## src/rtl/seq_serializer.sv

```systemverilog
// Parallel-to-serial converter: a WIDTH-bit word accepted over valid/ready goes out one bit per clock on x.
// Back-to-back words hand off with no gap cycle; hold freezes the shift position.
module seq_serializer #(
   parameter int WIDTH     = 8,
   parameter bit MSB_FIRST = 1'b1
) (
   input  logic             clk,
   input  logic             reset,
   input  logic [WIDTH-1:0] din,
   input  logic             din_valid,
   output logic             din_ready,
   input  logic             hold,
   output logic             x,
   output logic             x_valid,
   output logic             busy,
   output logic             frame_done
);

   localparam int            CW   = $clog2(WIDTH);
   localparam logic [CW-1:0] LAST = CW'(WIDTH - 1);

   typedef enum logic {
      IDLE  = 1'b0,
      SHIFT = 1'b1
   } state_t;

   state_t           state_q, state_d;
   logic [WIDTH-1:0] sr_q, sr_d;
   logic [CW-1:0]    cnt_q, cnt_d;
   logic [WIDTH-1:0] sr_shift;
   logic             last_go;
   logic             accept;

   // The output end is the MSB when MSB_FIRST, so the register always moves toward it.
   generate
      if (MSB_FIRST) begin : g_msb
         assign sr_shift = {sr_q[WIDTH-2:0], 1'b0};
      end else begin : g_lsb
         assign sr_shift = {1'b0, sr_q[WIDTH-1:1]};
      end
   endgenerate

   assign last_go = (state_q == SHIFT) && (cnt_q == LAST) && !hold;
   assign accept  = din_valid && din_ready;

   always_ff @(posedge clk or negedge reset) begin
      if (!reset) begin
         state_q <= IDLE;
         sr_q    <= '0;
         cnt_q   <= '0;
      end else begin
         state_q <= state_d;
         sr_q    <= sr_d;
         cnt_q   <= cnt_d;
      end
   end

   always_comb begin
      state_d = state_q;
      sr_d    = sr_q;
      cnt_d   = cnt_q;
      case (state_q)
         IDLE: begin
            if (accept) begin
               state_d = SHIFT;
               sr_d    = din;
               cnt_d   = '0;
            end
         end
         SHIFT: begin
            if (!hold) begin
               if (cnt_q != LAST) begin
                  sr_d  = sr_shift;
                  cnt_d = cnt_q + 1'b1;
               end else if (accept) begin
                  sr_d  = din;
                  cnt_d = '0;
               end else begin
                  state_d = IDLE;
                  sr_d    = '0;
                  cnt_d   = '0;
               end
            end
         end
         default: begin
            state_d = IDLE;
            sr_d    = '0;
            cnt_d   = '0;
         end
      endcase
   end

   always_comb begin
      busy       = (state_q == SHIFT);
      x_valid    = busy;
      x          = busy && (MSB_FIRST ? sr_q[WIDTH-1] : sr_q[0]);
      frame_done = last_go;
      din_ready  = (state_q == IDLE) || last_go;
   end

endmodule

```

## config.mk

```make
export PLATFORM = sky130hd
export DESIGN_NAME = seq_serializer
export DESIGN_NICKNAME = d
export VERILOG_FILES = /design/src/rtl/seq_serializer.sv
export SDC_FILE = /design/constraint.sdc
export NUM_CORES = 1
export LEC_CHECK = 0
export ABC_AREA = 1
export BUFFER_PORTS_ARGS = -buffer_cell sky130_fd_sc_hd__buf_2
export CORE_AREA = 2 2 39 41
export DETAILED_ROUTE_END_ITERATION = 7
export DIE_AREA = 0 0 41 43
export HOLD_SLACK_MARGIN = 0.12
export PLACE_DENSITY = 0.77
export SYNTH_ARGS = -nofsm -noshare
export SYNTH_HDL_FRONTEND = slang
export SYNTH_SLANG_ARGS = --single-unit
```

## constraint.sdc

```tcl
create_clock -name clk -period 2.15 [get_ports clk]
set_input_delay 0.43 -clock clk [delete_from_list [all_inputs] [get_ports clk]]
set_output_delay 0.43 -clock clk [all_outputs]
set_load 0.005 [all_outputs]
```

* Yosys cells after proc, flatten, opt, wreduce, memory -nomap -nowiden
Index checks and enable logic that the tools add are counted.
Cells by class: add/sub/neg operators 1, shifts and indexed selects 0, eq/ne operators 4, div/mod/pow operators 0, multipliers 0, bitwise logic cells 1, muxes and demuxes 13, reductions and logical operators 7, $lt $le $gt $ge 0
Operators with widths (count):
- $mux W8 | 4
- $pmux W8 S2 | 1
- $mux W3 | 3
- $pmux W3 S2 | 1
- $logic_and A1 B1 Y1 | 4
- $ne A2 B2 Y1 const B | 2
- $add A3 B1 Y3 const B | 1
- $eq A3 B3 Y1 const B | 1
- $mux W1 | 3
- $ne A3 B3 Y1 const B | 1
- $pmux W1 S2 | 1
- $reduce_and A2 Y1 | 1
- $logic_not A1 Y1 | 1
- $logic_or A1 B1 Y1 | 1
- $not A1 Y1 | 1
Word-level totals: bits of input ports 12, ROM bits 0, latch bits 0, RAM bits 0, memories 0, register bits after elaboration 12, output and inout bits 5, word-level logic and storage cells 29

* Longest topological paths before layout
Gate-level depths: netlist (run 1).
depth in word-level cells 9, gate-level depth with buffers 7, depth with buffers taken out 7

* Worst setup path before layout (run 1)
OpenSTA, ideal clock, no wires.
kind register to output, start register cnt_q[0], end output port din_ready, data required time 1.720 ns, stages on the path, launching flop included 5, setup slack 0.819 ns, arrival time 0.901 ns, path buffers 0, cell sequence dfrtp_1 > ha_1 > ha_1 > nand2_1 > nand2_1
Between the ends: cells in the longest elaborated chain, start to end 4
Ends and longest elaborated chain:
- start, declared | line 29 | logic [CW-1:0] cnt_q, cnt_d;
- start signal, assigned | line 54 | cnt_q <= cnt_d;
- $eq A3 B3 Y1 | line 43 | assign last_go = (state_q == SHIFT) && (cnt_q == LAST) && !hold;
- $logic_and A1 B1 Y1 (2 in series) | line 43
- $logic_or A1 B1 Y1 | line 98 | din_ready = (state_q == IDLE) || last_go;
- end, declared | line 11 | output logic din_ready,
No other way between the ends.

* Worst setup path after layout (run 1)
Ends and elaborated chain as after synthesis.

==> qor.yml, run 1 <==
clock_network:
  post_cts_buffers: 0
  htreeDepth: 1
  cts_buffer_depth: 2
  worstSkewPairLatency_ps: 280
  cts-buffers-inserted: 3
  cts_tree: "yes"
  root_buffer: "clkbuf_4"
  cts.sinks: 12
  clkSlewWorstSetupHoldPaths_ps: 80
die:
  die-area_um2: 1760
  start_util_pct: 49.1
  core-area_um2: 1380
  die_y_um: 43
  die_w_um: 41
  num_rows: 14
  ios: 17
sta:
  maxSlewViolCount: 0
  rsz0062_at_grt: "false"
  fin_crit_sh_pct: 85.4
  min_period_ps: 1840
  hold_ws_ps: 399
  slew_headroom_pct: 65.0
  hold_violations: 0
  skew_ps: 1.05
  fmax_mhz: 545
  setup_tns_ps: 0
  worst_pin_slew_ps: 525
  finalSetupViolCount: 0
critical_path:
  arrival_ps: 1410
  worstPathMaxFanout: 3
  reg2reg_depth: 7
  startpoint: "cnt_q[0]"
  startpoint_type: "register"
  worstSetupEndpointType: "output pin"
  rr_startpoint: "cnt_q[0]"
  cp.required_ps: 1720
  crit_type: "reg -> out"
yosys:
  synth_cells: 86
  synth.top_cell.area_share_pct: 44.2
  syn_area_per_cell_um2: 7.90
  synth_edf_count: 0
  yosys.area.top_type: "dfrtp_1"
  yosysSeqAreaShare_pct: 44.2
  synth_compound_area_share_pct: 8.66
  synth.cell_area_um2: 679
  synth_ff_type: "dfrtp_1"
  synth_xor_area_share_pct: 0
  yosys-mux-area-fraction_pct: 0
  ys_seq_elements: 12
  yosys-top-cells-count: "20 x nand2_1, 14 x nand3_1, 12 x dfrtp_1"
  ys_warn_count: 0
  yosys.area_share.simple_pct: 32.8
  synth_nets: 100
  synth_top_family_by_area: "simple AND/OR/NAND/NOR gates"
  synth.area.top_cells: "dfrtp_1 44%, nand2_1 11%, nand3_1 10%, a21oi_2 6.4%, inv_1 5.5%"
  synth_most_common_cell: "nand2_1"
  ys_async_sr_fraction_pct: 100
  synth_fa_ha_area_share_pct: 3.68
  yosys.cell_types.count: 16
detailed_routing:
  drc: 0
  routed_wl_mm: 1.26
  dr.pass1.iters: 4
  vias: 577
  wl_per_cell_um: 10.5
  postRouteAntennaNets: 0
  drt_iter0_drc: 9
  via_per_inst: 4.81
final_layout:
  fin_nets: 119
  diodes: 0
  synthToLayoutAreaGrowth_pct: 18.0
  drive_above_1_share_pct: 31.7
  fillCellCount: 128
power:
  vdd_drop_max_v: 0.000467
  cellLeakagePower_uw: 0.000461
  power.density_nw_per_um2: 1030
global_route:
  grt_overflow: 0
  grt_antenna_before_repair: 0
  grt_start_max_net_pins: 18
  grt_pass1_wl_mm: 1.95
  grt_pass1_vias: 467
  grt_usage_pct: 17.1
min_path:
  holdPathStages: 3
  hp-start: "din[2]"
  hold_path_class: "in -> reg"
placement:
  dp_hpwl_um: 890
  io_buffers: 16
  place_congestion: 0.708
run_status:
  outcome: "completed"
run:
  drv_cap: 0
## repair_timing
action	CTS	global route
gates resized for setup	0	0
hold buffers	1	0
hold endpoints to repair	12	0
## critical path, cell delays in order (launching register included)
cell	delay [ps]
dfrtp_1	390
ha_1	200
ha_1	200
nand2_1	100
nand2_1	80
buf_2	160
## kinds of logic (layout without fill, tap and decap cells)
family,count (synthesis),after routing
and+or+nand+nor,48,48
DFF,12,12
adders and majority gates,2,2
buffers and inverters,16,34
AOI/OAI and AO/OA,8,8
## area by class of cell
type / count / area, µm² / area share (%)
repair buffers: 17 / 90.1 / 11.2
well taps: 16 / 20.0 / 2.50
inverters: 13 / 48.8 / 6.08
flip-flops and latches: 12 / 300 / 37.4
clock buffers: 4 / 36.3 / 4.52
multi-input cells: 58 / 307 / 38.2
## sequential cells by signal, indices dropped and copies added, names as in the netlist
signal / count
sr_q: 8
cnt_q: 3
busy: 1
## cell usage in the layout (no fill, tap or decap)
master / instances
nand2_1: 20
buf_2: 16
nand3_1: 14
dfrtp_1: 12
inv_1: 10
nor2_1: 8
a21oi_2: 5
inv_2: 3
nand2_2: 3
clkbuf_4: 3
nand2_4: 2
a21oi_1: 2
ha_1: 2
nand4_1: 1
o21ai_1: 1
clkbuf_8: 1
dlygate4sd3_1: 1
## power by group
part	internal [µW]	switching (µW)
sequential	307	48.7
combinational	130	154
clock	103	80.5
## final timing paths
check,slack (ps),end
worst max register to register,710,sr_q[1]
worst min register to register,510,cnt_q[1]
max in group asynchronous,1370,sr_q[7]
worst max-delay path,310,din_ready
worst min-delay path,400,sr_q[2]
min in group asynchronous,560,cnt_q[2]
## layer usage
layer | up-vias | routed length [µm] | track usage, %
met2 | 17 | 551 | 24.1
met3 | 5 | 52 | 3.14
met4 | 0 | 37 | 10.0
met5 | - | 0 | 0
li1 | 305 | - | -
met1 | 250 | 619 | 23.7
## stage by stage
stage               setup WS, ps  instances  instance area [µm²]  total power (µW)  util [%]
global placement             663        115                  756               637      54.6
floorplan                    819         86                  679               584         -
global route                 226        120                  802               903      58.0
CTS                          313        120                  802               836      58.0
detailed placement           622        115                  756               648      54.6
finish                       315        120                  802               823      58.0
Note: power is estimated with default switching activity, not from simulation.
==> run 2: changes to the inputs <==
--- a/config.mk
+++ b/config.mk
@@ -5,13 +5,12 @@
 export SDC_FILE = /design/constraint.sdc
 export NUM_CORES = 1
 export LEC_CHECK = 0
-export ABC_AREA = 1
 export BUFFER_PORTS_ARGS = -buffer_cell sky130_fd_sc_hd__buf_2
 export CORE_AREA = 2 2 39 41
 export DETAILED_ROUTE_END_ITERATION = 7
 export DIE_AREA = 0 0 41 43
 export HOLD_SLACK_MARGIN = 0.12
-export PLACE_DENSITY = 0.77
+export PLACE_DENSITY = 0.72
 export SYNTH_ARGS = -nofsm -noshare
 export SYNTH_HDL_FRONTEND = slang
 export SYNTH_SLANG_ARGS = --single-unit
==> run 2 against run 1 <==
Compared with the run above: power increased by 0.28%; largest power group unchanged; final area decreased by 6.6%; clock power decreased by 3%; highest routed layer unchanged; largest cell class is now flip-flops and latches.
==> qor.yml, run 2 <==
final_layout:
  fin_util_pct: 54.2
  diodes: 0
  largest_reg_flops: 8
  layout_common_cells: "16 x buf_2, 12 x dfrtp_1, 7 x a221o_1"
  synthToLayoutAreaGrowth_pct: 21.3
  top_register: "sr_q"
  fin_nets: 82
  drive_above_1_share_pct: 49.3
  layout_commonest_cell: "buf_2"
critical_path:
  worstSetupEndpointType: "output pin"
  startpoint_type: "register"
  reg2reg_to: "sr_q[5]"
  reg2reg_depth: 5
  rr_startpoint: "cnt_q[0]"
  cp.required_ps: 1720
  r2r_slack_ps: 550
  arrival_ps: 1460
  crit_type: "reg -> out"
  worstPathMaxFanout: 4
power:
  power.density_nw_per_um2: 1100
  vdd_drop_max_v: 0.000526
  cellLeakagePower_uw: 0.000375
detailed_routing:
  vias: 460
  drt_iter0_drc: 3
  routed_wl_mm: 1.24
  wl_per_cell_um: 15.0
  drc: 0
  via_per_inst: 5.54
  postRouteAntennaNets: 0
  dr.pass1.iters: 4
sta:
  fmax_mhz: 530
  finalSetupViolCount: 0
  fin_crit_sh_pct: 87.7
  rsz0062_at_grt: "false"
  finalWorstSetupSlack_ps: 263
  hold_violations: 0
  maxSlewViolCount: 0
  skew_ps: 7.32
  slew_headroom_pct: 65.3
  setup_tns_ps: 0
  min_period_ps: 1890
  worst_pin_slew_ps: 510
clock_network:
  cts_tree: "yes"
  cts_buffer_depth: 2
  htreeDepth: 1
  worstSkewPairLatency_ps: 270
  clkSlewWorstSetupHoldPaths_ps: 80
  root_buffer: "clkbuf_4"
  cts.repair.resized: 0
  post_cts_buffers: 0
  holdBufCountCts: 1
  cts-buffers-inserted: 3
  cts.sinks: 12
yosys:
  synth.area.top_cells: "dfrtp_1 49%, a221o_1 11%, and4_2 9.7%, a22o_1 5.7%, ha_1 4.0%"
  synth_compound_area_share_pct: 20.2
  synth_edf_count: 0
  synth_most_common_cell: "dfrtp_1"
  synth_top_family_by_area: "compound AO/OA/AOI/OAI gates"
  synth.cell_area_um2: 618
  syn_area_per_cell_um2: 12.9
  yosys.area.top_type: "dfrtp_1"
  synth_xor_area_share_pct: 0
  yosys.area_share.simple_pct: 17.6
  yosys-top-cells-count: "12 x dfrtp_1, 7 x a221o_1, 6 x and4_2"
  ys_async_sr_fraction_pct: 100
  synth_ff_type: "dfrtp_1"
  synth_nets: 62
  synth_cells: 48
  ys_seq_elements: 12
  ys_warn_count: 0
  yosys.cell_types.count: 20
  synth.top_cell.area_share_pct: 48.6
  synth_fa_ha_area_share_pct: 4.05
  yosys-mux-area-fraction_pct: 5.87
  yosysSeqAreaShare_pct: 48.6
min_path:
  holdPathStages: 2
  hp-start: "din[6]"
  hold_path_class: "in -> reg"
  min_to: "sr_q[6]"
run_status:
  outcome: "completed"
global_route:
  grt_overflow: 0
  grt_antenna_before_repair: 0
  grt_start_max_net_pins: 19
  grt_pass1_wl_mm: 2.04
  grt_usage_pct: 17.4
  grt_pass1_vias: 443
placement:
  place_congestion: 0.693
  dp_hpwl_um: 880
  place_ws_ps: 550
  io_buffers: 16
die:
  start_util_pct: 44.7
  die-area_um2: 1760
  num_rows: 14
  die_w_um: 41
  ios: 17
  die_y_um: 43
  core-area_um2: 1380
run:
  drv_cap: 0
run 2: cells by family (layout without fill, tap and decap cells):
| family | count (synthesis) | in the layout |
|---|---|---|
| DFF | 12 | 12 |
| AOI/OAI and AO/OA | 13 | 13 |
| muxes | 3 | 3 |
| adders and majority gates | 2 | 2 |
| buffers and inverters | 4 | 23 |
| and+or+nand+nor | 14 | 14 |
run 2: area by class of cell:
class / instances / area (µm²)
Clock buffer: 4 / 36.3
Tap cell: 16 / 20.0
Sequential cell: 12 / 300
Multi-Input combinational cell: 32 / 295
Inverter: 2 / 7.51
Fill cell: 122 / 634
Timing Repair Buffer: 17 / 90.1
run 2: where the power goes:
part	leakage (µW)	internal [µW]	switching [µW]
Clock	0.0000210	103	75.8
Combinational	0.000201	169	106
Sequential	0.000153	309	63.4
Total	0.000375	580	245
run 2: worst max-delay path by stage:
stage                   from   endpoint  slack (ps)
floorplan           cnt_q[0]    sr_q[1]         710
global placement    cnt_q[0]  din_ready         600
detailed placement  cnt_q[0]    sr_q[3]         550
CTS                 cnt_q[0]  din_ready         250
global route        cnt_q[0]  din_ready         190
finish              cnt_q[0]  din_ready         260
run 2: per-layer routing:
| layer | up-vias | share of wire (%) | track usage (%) |
|---|---|---|---|
| met5 | - | 0 | 0 |
| met4 | 0 | 0.40 | 8.00 |
| met3 | 2 | 5.2 | 3.14 |
| met2 | 11 | 43 | 24.1 |
| met1 | 217 | 51 | 25.5 |
| li1 | 230 | - | - |
run 2: through the flow:
stage	total power, µW	instances	hold WS (ps)	area [µm²]
after floorplan	571	48	134	618
after global placement	643	78	325	703
after detailed placement	654	78	323	703
after CTS	836	83	388	749
after global routing	892	83	382	749
final	825	83	393	749
run 2: worst max-delay path, stage by stage, from the launching register on:
cell	delay, ps
dfrtp_1	410
ha_1	210
ha_1	220
nand2b_2	110
nand2_1	70
buf_2	160
